==> config.mk <==
export PLATFORM = sky130hd
export DESIGN_NAME = microc_ctrl
export DESIGN_NICKNAME = d
export VERILOG_FILES = /design/src/rtl/microc_pkg.sv /design/src/rtl/microc_decode.sv /design/src/rtl/microc_ctrl.sv
export SDC_FILE = /design/constraint.sdc
export NUM_CORES = 1
export LEC_CHECK = 0
export BUFFER_PORTS_ARGS = -buffer_cell sky130_fd_sc_hd__buf_2
export CORE_AREA = 2 2 39 41
export DETAILED_ROUTE_END_ITERATION = 12
export DIE_AREA = 0 0 41 43
export PLACE_DENSITY = 0.68
export SETUP_SLACK_MARGIN = 0.5
export SLEW_MARGIN = 10
export SYNTH_ARGS = -nofsm -noshare
export SYNTH_HDL_FRONTEND = slang
export SYNTH_SLANG_ARGS = --single-unit
==> constraint.sdc <==
create_clock -name clk -period 1.65 [get_ports clk]
set_clock_uncertainty 0.05 [all_clocks]
set_input_delay 0.0825 -clock clk [delete_from_list [all_inputs] [get_ports clk]]
set_output_delay 0.0825 -clock clk [all_outputs]
set_load 0.02 [all_outputs]
==> src/rtl/microc_pkg.sv <==
// rtl/microc_pkg.sv - shared opcode, ALU and sequencer encodings for the microc control unit
package microc_pkg;

  // Opcode[5:4] class field for the li / ALU register / ALU immediate groups
  localparam logic [1:0] OPC_LI   = 2'b00;
  localparam logic [1:0] OPC_ALUR = 2'b01;
  localparam logic [1:0] OPC_ALUI = 2'b10;

  localparam logic [5:0] OPC_J    = 6'b110000;
  localparam logic [5:0] OPC_JZ   = 6'b110001;
  localparam logic [5:0] OPC_JNZ  = 6'b110010;
  localparam logic [5:0] OPC_NOP  = 6'b111111;
  localparam logic [5:0] OPC_HALT = 6'b111110;

  localparam logic [2:0] ALU_PASS = 3'b000;
  localparam logic [2:0] ALU_ADD  = 3'b010;
  localparam logic [2:0] ALU_SUB  = 3'b011;
  localparam logic [2:0] ALU_AND  = 3'b100;

  typedef enum logic [1:0] {
    ST_HALT = 2'b00,
    ST_RUN  = 2'b01,
    ST_STEP = 2'b10
  } state_t;

endpackage

==> src/rtl/microc_decode.sv <==
// rtl/microc_decode.sv - pure combinational opcode/zero-flag decode, ungated
module microc_decode
  import microc_pkg::*;
(
  input  logic [5:0] opcode,
  input  logic       z,
  output logic       s_inc,
  output logic       s_inm,
  output logic       we,
  output logic       wez,
  output logic [2:0] op,
  output logic       halt,
  output logic       illegal
);

  always_comb begin
    s_inc   = 1'b1;
    s_inm   = 1'b0;
    we      = 1'b0;
    wez     = 1'b0;
    op      = ALU_PASS;
    halt    = 1'b0;
    illegal = 1'b0;
    case (opcode[5:4])
      OPC_LI: begin
        we    = 1'b1;
        s_inm = 1'b1;
      end
      OPC_ALUR: begin
        we  = 1'b1;
        wez = 1'b1;
        op  = opcode[3:1];
      end
      OPC_ALUI: begin
        we    = 1'b1;
        wez   = 1'b1;
        s_inm = 1'b1;
        op    = opcode[3:1];
      end
      default: begin
        // 11xxxx: control flow group; anything unlisted behaves as nop
        case (opcode)
          OPC_J:    s_inc = 1'b0;
          OPC_JZ:   s_inc = ~z;
          OPC_JNZ:  s_inc = z;
          OPC_NOP:  s_inc = 1'b1;
          OPC_HALT: halt = 1'b1;
          default:  illegal = 1'b1;
        endcase
      end
    endcase
  end

endmodule

==> src/rtl/microc_ctrl.sv <==
// rtl/microc_ctrl.sv - microc control unit: decode gating, run/halt/step FSM, perf block under MICROC_CTRL_PERF_EN
module microc_ctrl
  import microc_pkg::*;
#(
  parameter int AUTORUN = 1,
  parameter int CNT_W   = 16
) (
  input  logic             clk,
  input  logic             reset,
  input  logic [5:0]       Opcode,
  input  logic             z,
  input  logic             start,
  input  logic             stop,
  input  logic             step,
  output logic             s_inc,
  output logic             s_inm,
  output logic             we,
  output logic             wez,
  output logic [2:0]       Op,
  output logic             pc_en,
  output logic             running,
  output logic [CNT_W-1:0] retired,
  output logic             illegal
);

  localparam logic   AUTO_BIT  = (AUTORUN != 0);
  localparam state_t RST_STATE = AUTO_BIT ? ST_RUN : ST_HALT;

  state_t     state;
  logic       gate;
  logic       d_s_inc;
  logic       d_s_inm;
  logic       d_we;
  logic       d_wez;
  logic [2:0] d_op;
  logic       d_halt;
  logic       d_illegal;

  microc_decode u_decode (
    .opcode  (Opcode),
    .z       (z),
    .s_inc   (d_s_inc),
    .s_inm   (d_s_inm),
    .we      (d_we),
    .wez     (d_wez),
    .op      (d_op),
    .halt    (d_halt),
    .illegal (d_illegal)
  );

  assign running = (state == ST_RUN) || (state == ST_STEP);

  // Datapath writes are forced safe while reset is held, even when resetting into RUN
  assign gate  = running & ~reset;
  assign s_inc = gate ? d_s_inc : 1'b1;
  assign s_inm = gate & d_s_inm;
  assign we    = gate & d_we;
  assign wez   = gate & d_wez;
  assign Op    = gate ? d_op : ALU_PASS;
  assign pc_en = reset ? AUTO_BIT : (running & ~d_halt);

  always_ff @(posedge clk or posedge reset) begin
    if (reset) begin
      state <= RST_STATE;
    end else begin
      case (state)
        ST_HALT: begin
          if (stop)       state <= ST_HALT;
          else if (step)  state <= ST_STEP;
          else if (start) state <= ST_RUN;
        end
        ST_RUN: begin
          if (stop || d_halt) state <= ST_HALT;
        end
        ST_STEP: state <= ST_HALT;
        default: state <= ST_HALT;
      endcase
    end
  end

`ifdef MICROC_CTRL_PERF_EN
  logic [CNT_W-1:0] retired_q;
  logic             illegal_q;

  always_ff @(posedge clk or posedge reset) begin
    if (reset) begin
      retired_q <= '0;
      illegal_q <= 1'b0;
    end else if (running) begin
      retired_q <= retired_q + {{(CNT_W-1){1'b0}}, 1'b1};
      if (d_illegal) illegal_q <= 1'b1;
    end
  end

  assign retired = retired_q;
  assign illegal = illegal_q;
`else
  logic unused_illegal;
  assign unused_illegal = d_illegal;
  assign retired        = '0;
  assign illegal        = 1'b0;
`endif

endmodule
# ---- After elaboration in Yosys (flattened, before gate mapping)
# Index checks and enable logic that the tools add are counted.
dict set report totals {
  ff_bits 2
  output_inout_bits 26
  in_bits 12
}
dict set report classes {
  bitwise_logic 8
  n_eq_ne 10
  n_mux 16
  n_reduce_logical 8
}
# operator n
set op_table {}
lappend op_table {{== test 6 bit (second input constant)} 4}
lappend op_table {{2-to-1 mux 1 bit} 8}
lappend op_table {{2-to-1 mux 2 bit} 4}
lappend op_table {{2-to-1 mux 3 bit} 2}
lappend op_table {{bitwise AND 1 bit} 5}
lappend op_table {{== test 2 x 1 -> 1 bit (second input constant)} 2}
lappend op_table {{== test 2 bit (second input constant)} 2}
lappend op_table {{logical NOT 2 bit} 2}
lappend op_table {{!= test 4 bit (second input constant)} 1}
lappend op_table {{one-hot mux 2 bit (2 select lines)} 1}
lappend op_table {{OR reduction 2 bit} 2}
lappend op_table {{NOT 1 bit} 3}
lappend op_table {{one-hot mux 1 bit (3 select lines)} 1}
lappend op_table {{OR reduction 3 bit} 1}
lappend op_table {{logical OR 1 bit} 2}
lappend op_table {{!= test 2 x 1 -> 1 bit (second input constant)} 1}
lappend op_table {{AND reduction 2 bit} 1}

# ---- Longest topological paths before layout
dict set report depth {
  ltp_word 6
  ltp_mapped 6
}

# ---- Hierarchy
# From an unflattened synthesis, not the netlist that was laid out.
dict set report unflattened {
  cells_unflattened 61
  hier_area_um2 474.2
}
# module cells_per_inst seq_area_each_um2 area_each_um2 instances
set by_module_without_submodules {}
lappend by_module_without_submodules {microc_ctrl 44 51.3 356.6 1}
lappend by_module_without_submodules {microc_decode 17 0.0 117.6 1}

# ---- Worst setup path before layout
# No wires, ideal clock.
dict set report synth_path {
  path_kind {register to output}
  from {reg state[0]}
  to {out we}
  path_stages_with_launch 5
  slack_ns -0.102
  required_ns 1.517
  t_arrival_ns 1.620
  n_path_buf 0
  path_cell_list {dfstp_2 inv_1 ha_1 nor2b_1 nor2b_1}
}
dict set report synth_via {
  elab_chain_len 4
  word_cells_on_any_way 5
  cone_classes {eq/ne (2); bitwise (2); reduce/logical (1)}
}
# item line_no
set synth_rtl {}
lappend synth_rtl {{start: declaration} microc_ctrl.sv:29} ;# state_t state;
lappend synth_rtl {{start signal: assignment} microc_ctrl.sv:64} ;# state <= RST_STATE;
lappend synth_rtl {{start signal: assignment} microc_ctrl.sv:68} ;# if (stop) state <= ST_HALT;
lappend synth_rtl {{start signal: assignment} microc_ctrl.sv:69} ;# else if (step) state <= ST_STEP;
lappend synth_rtl {{== test 2 x 1 -> 1 bit or == test 2 bit (tied branches)} microc_ctrl.sv:51} ;# assign running = (state == ST_RUN) || (state == ST_STEP);
lappend synth_rtl {{logical OR 1 bit (*)} microc_ctrl.sv:51}
lappend synth_rtl {{named net running} microc_ctrl.sv:21} ;# output logic running,
lappend synth_rtl {{bitwise AND 1 bit (*)} microc_ctrl.sv:54} ;# assign gate = running & ~reset;
lappend synth_rtl {{bitwise AND 1 bit (*)} microc_ctrl.sv:57} ;# assign we = gate & d_we;
lappend synth_rtl {{end: declaration} microc_ctrl.sv:17} ;# output logic we,
# Mark *: on every way through the listed nets, which the timed path passes. The rest lies on a longest branch.

# ---- Final worst setup path
dict set report layout_path {
  from {reg state[0]}
  to {out Op[1]}
}
dict set report layout_via {
  elab_chain_len 4
  word_cells_on_any_way 5
  cone_classes {eq/ne (2); mux (1); bitwise (1); reduce/logical (1)}
}
# item line_no
set layout_rtl {}
lappend layout_rtl {{== test 2 x 1 -> 1 bit or == test 2 bit (tied branches)} microc_ctrl.sv:51}
lappend layout_rtl {{logical OR 1 bit (*)} microc_ctrl.sv:51}
lappend layout_rtl {{bitwise AND 1 bit (*)} microc_ctrl.sv:54}
lappend layout_rtl {{2-to-1 mux 3 bit (*)} microc_ctrl.sv:59} ;# assign Op = gate ? d_op : ALU_PASS;
lappend layout_rtl {{end: declaration} microc_ctrl.sv:19} ;# output logic [2:0] Op,
# Every way passes the cells marked *; elsewhere a longest branch is shown, timed or not.

==> impl_metrics.csv <==
group,metric,value,unit
cts,cts-htree-levels,1,
detailed_routing,via_count,411,
layout,drive_gt1_frac,0.506,
layout,post-route-util,0.483,
power,seqPwrFrac,0.130,
synth,synth-seq-cells,2,
layout,top_regs,"state (2)",
timing,tns,-0.103,ns
setup_path,cp_max_fo,7,
setup_path,cp.required,1.52,ns
die,core,0.00138,mm²
timing,min_period_over_period,1.02,
setup_path,crit_family,"flip-flops",
power,p_leak,0.351,nW
worst_hold_path,min-delay-start,"step",
setup_path,regToRegSetupSlack,0.14,ns
timing,report.final.slew_viol_count,0,
setup_path,crit_chain,"inv_2 > ha_4 > nor2b_4 > and3_4 > buf_6",
timing,hold_viol,0,
detailed_routing,drc_errors,0,
setup_path,crit_arrival,1.55,ns
synth,synth.distinct_cells,21,
placed_design,dp_cells,90,
synth,ys_seq_area_frac,0.119,
timing,final.min_clock_period,1.69,ns
die,die_area,0.00176,mm²
die,die_w,41,µm
global_routing,antenna_found_initial,0,
setup_path,critPathBufInv,2,
detailed_routing,ant_nets,0,
placed_design,gp_congestion,0.662,
power,power_frac_comb,0.621,
setup_path,worstSetupPathType,"flop to primary output",
power,fin_total_pwr,0.498,mW
cts,clk_pin_slew_worst_paths,0.04,ns
worst_hold_path,min_path_type,"primary input to flop",
setup_path,crit_slowest_cell,"dfstp_2",
layout,final_nets,102,
timing,setup_ws,-0.0371,ns
power,power.density,746,mW/mm²
detailed_routing,wl_per_cell,9.58,µm
run,maxCapViolations,0,
setup_path,worstSetupEndpointType,"primary output",
die,io_pins,38,
timing,hold_ws,0.0922,ns
power,power_frac_clock,0.250,
cts,cts_root_buf,"clkbuf_4",
placed_design,portBuffers,20,
die,rows,14,
layout,largest_reg_flops,2,
global_routing,track_usage,0.127,
detailed_routing,wl,948,µm
synth,synthCells,55,
detailed_routing,viasPerCell,4.15,
outcome,violations,"negative setup slack",
timing,setup_viol,5,
detailed_routing,dr.pass1.iters,3,
global_routing,grt_pass1_vias,382,
setup_path,r2r-start,"state[0]",
layout,final_cell_count_no_fill,99,
global_routing,grt-ovfl-total,0,
cts,cts_buffers,3,
setup_path,crit_path_start_kind,"flop",
power,switching_power,0.202,mW
layout,area_growth_syn_to_layout,54.8,%
power,switching_share,0.405,
detailed_routing,drt-initial-drc-count,3,
placed_design,dp_hpwl,671,µm
synth,syn_area,432,µm²
synth,syn_area_per_cell,7.85,µm²
setup_path,cp-startpoint,"state[0]",
layout,antenna_cells,0,
power,ir_drop,0.484,mV
cts,clock-sinks,2,
timing,timing.fmax,593,MHz
die,die_height,43,µm
cts,cts_tree,"done",
outcome,status,"finished with violations",
timing,rsz0062_at_grt,"true",
layout,regMostFlops,"state",
cts,clkLatencyLatePin,0.23,ns
power,intPower,0.296,mW
global_routing,grt_pass1_wl,1.49,mm
die,start_util,0.312,
setup_path,cpPeakStageDelay,0.52,ns
synth,yosysWarnings,0,
cts,cts_buffer_depth,2,
global_routing,grt_max_degree,8,
-- Yosys cell counts, drive strengths merged --
| cell | number | share of area |
|---|---|---|
| mux2i | 1 | 0.023 |
| inv | 7 | 0.061 |
| and2 | 1 | 0.015 |
| nor3 | 2 | 0.023 |
| dfrtp | 1 | 0.058 |
| nor2 | 2 | 0.017 |
| ha | 6 | 0.17 |
| o32ai | 1 | 0.020 |
| nor2b | 2 | 0.029 |
| o21a | 1 | 0.017 |
| nand2b | 1 | 0.015 |
| nand3 | 2 | 0.023 |
| conb | 1 | 0.0087 |
| and4b | 1 | 0.032 |
| nand2 | 3 | 0.026 |
| buf | 17 | 0.30 |
| o22a | 1 | 0.020 |
| dfstp | 1 | 0.061 |
| and3 | 3 | 0.046 |
| a311oi | 1 | 0.035 |
-- per-stage QoR --
stage	setup WS, ns	area [µm²]
floorplan	0.234	538
global placement	0.157	531
detailed placement	0.130	531
CTS	-0.0494	668
global route	-0.0903	668
finish	-0.0371	668
-- repair_timing --
item	in CTS	in global routing
hold buffers	1	0
buffers inserted	4	0
pin swaps	5	2
gates resized for setup	21	0
hold endpoints to repair	2	0
endpoints found under the setup margin	11	11
-- per-layer routing --
metal  track usage  routed length (µm)
met5             0                   0
met4         0.100                  41
met3        0.0419                  73
met2         0.209                 530
met1         0.118                 303
-- layout make-up --
class                           instances  area, µm²
Fill cell                             142        716
Timing Repair Buffer                   25        196
Clock buffer                            4       26.3
Multi-Input combinational cell         45        348
Sequential cell                         2       51.3
Tap cell                               16       20.0
Inverter                                7       26.3
-- worst paths after layout --
| check | end | depth (start not counted) |
|---|---|---|
| max | Op[1] | 5 |
| min | state[1] | 3 |
| max reg2reg | state[1] | 7 |
| min reg2reg | state[1] | 2 |
| max in group asynchronous | state[0] | 3 |
| min in group asynchronous | state[1] | 3 |
-- cells in the final DEF, fill, tap and decap left out --
master | Yosys | routed
a311oi_2 | 1 | 1
and4b_4 | 1 | 1
buf_2 | 0 | 11
dfstp_2 | 1 | 1
clkbuf_4 | 0 | 3
o21a_2 | 0 | 1
nor3_1 | 2 | 2
nand2_2 | 0 | 2
dfrtp_1 | 1 | 1
o32ai_1 | 1 | 1
mux2i_1 | 1 | 1
dlygate4sd3_1 | 0 | 1
nand3_1 | 2 | 2
clkbuf_1 | 0 | 1
ha_1 | 6 | 4
and3_4 | 0 | 3
and2_2 | 0 | 1
ha_4 | 0 | 2
o22a_1 | 1 | 1
nand2_1 | 3 | 1
inv_1 | 7 | 6
inv_2 | 0 | 1
conb_1 | 1 | 17
nor2b_4 | 0 | 2
nor2_1 | 2 | 2
nand2b_1 | 1 | 1
buf_4 | 17 | 4
buf_6 | 0 | 9
-- power by group through the flow --
stage	clock [mW]	combinational, mW	sequential, mW
finish	0.124	0.309	0.0646
global route	0.133	0.338	0.0654
CTS	0.131	0.306	0.0647
detailed placement	0	0.228	0.0666
global placement	0	0.225	0.0662
floorplan	0	0.211	0.0657
-- worst register-to-register path, stage by stage (launching register included) --
cell	delay [ns]
dfstp_2	0.52
buf_4	0.10
buf_6	0.09
ha_4	0.12
inv_1	0.04
a311oi_2	0.23
buf_4	0.17
o32ai_1	0.08
-- cell families after synthesis --
logic type | after synthesis | synth area share
mux | 1 | 0.0232
compound gates | 4 | 0.0928
fa+ha+maj | 6 | 0.174
flops | 2 | 0.119
buf+inv | 24 | 0.357
other cells | 1 | 0.00869
simple gates | 17 | 0.226
Note: power is estimated with default switching activity, not from simulation.
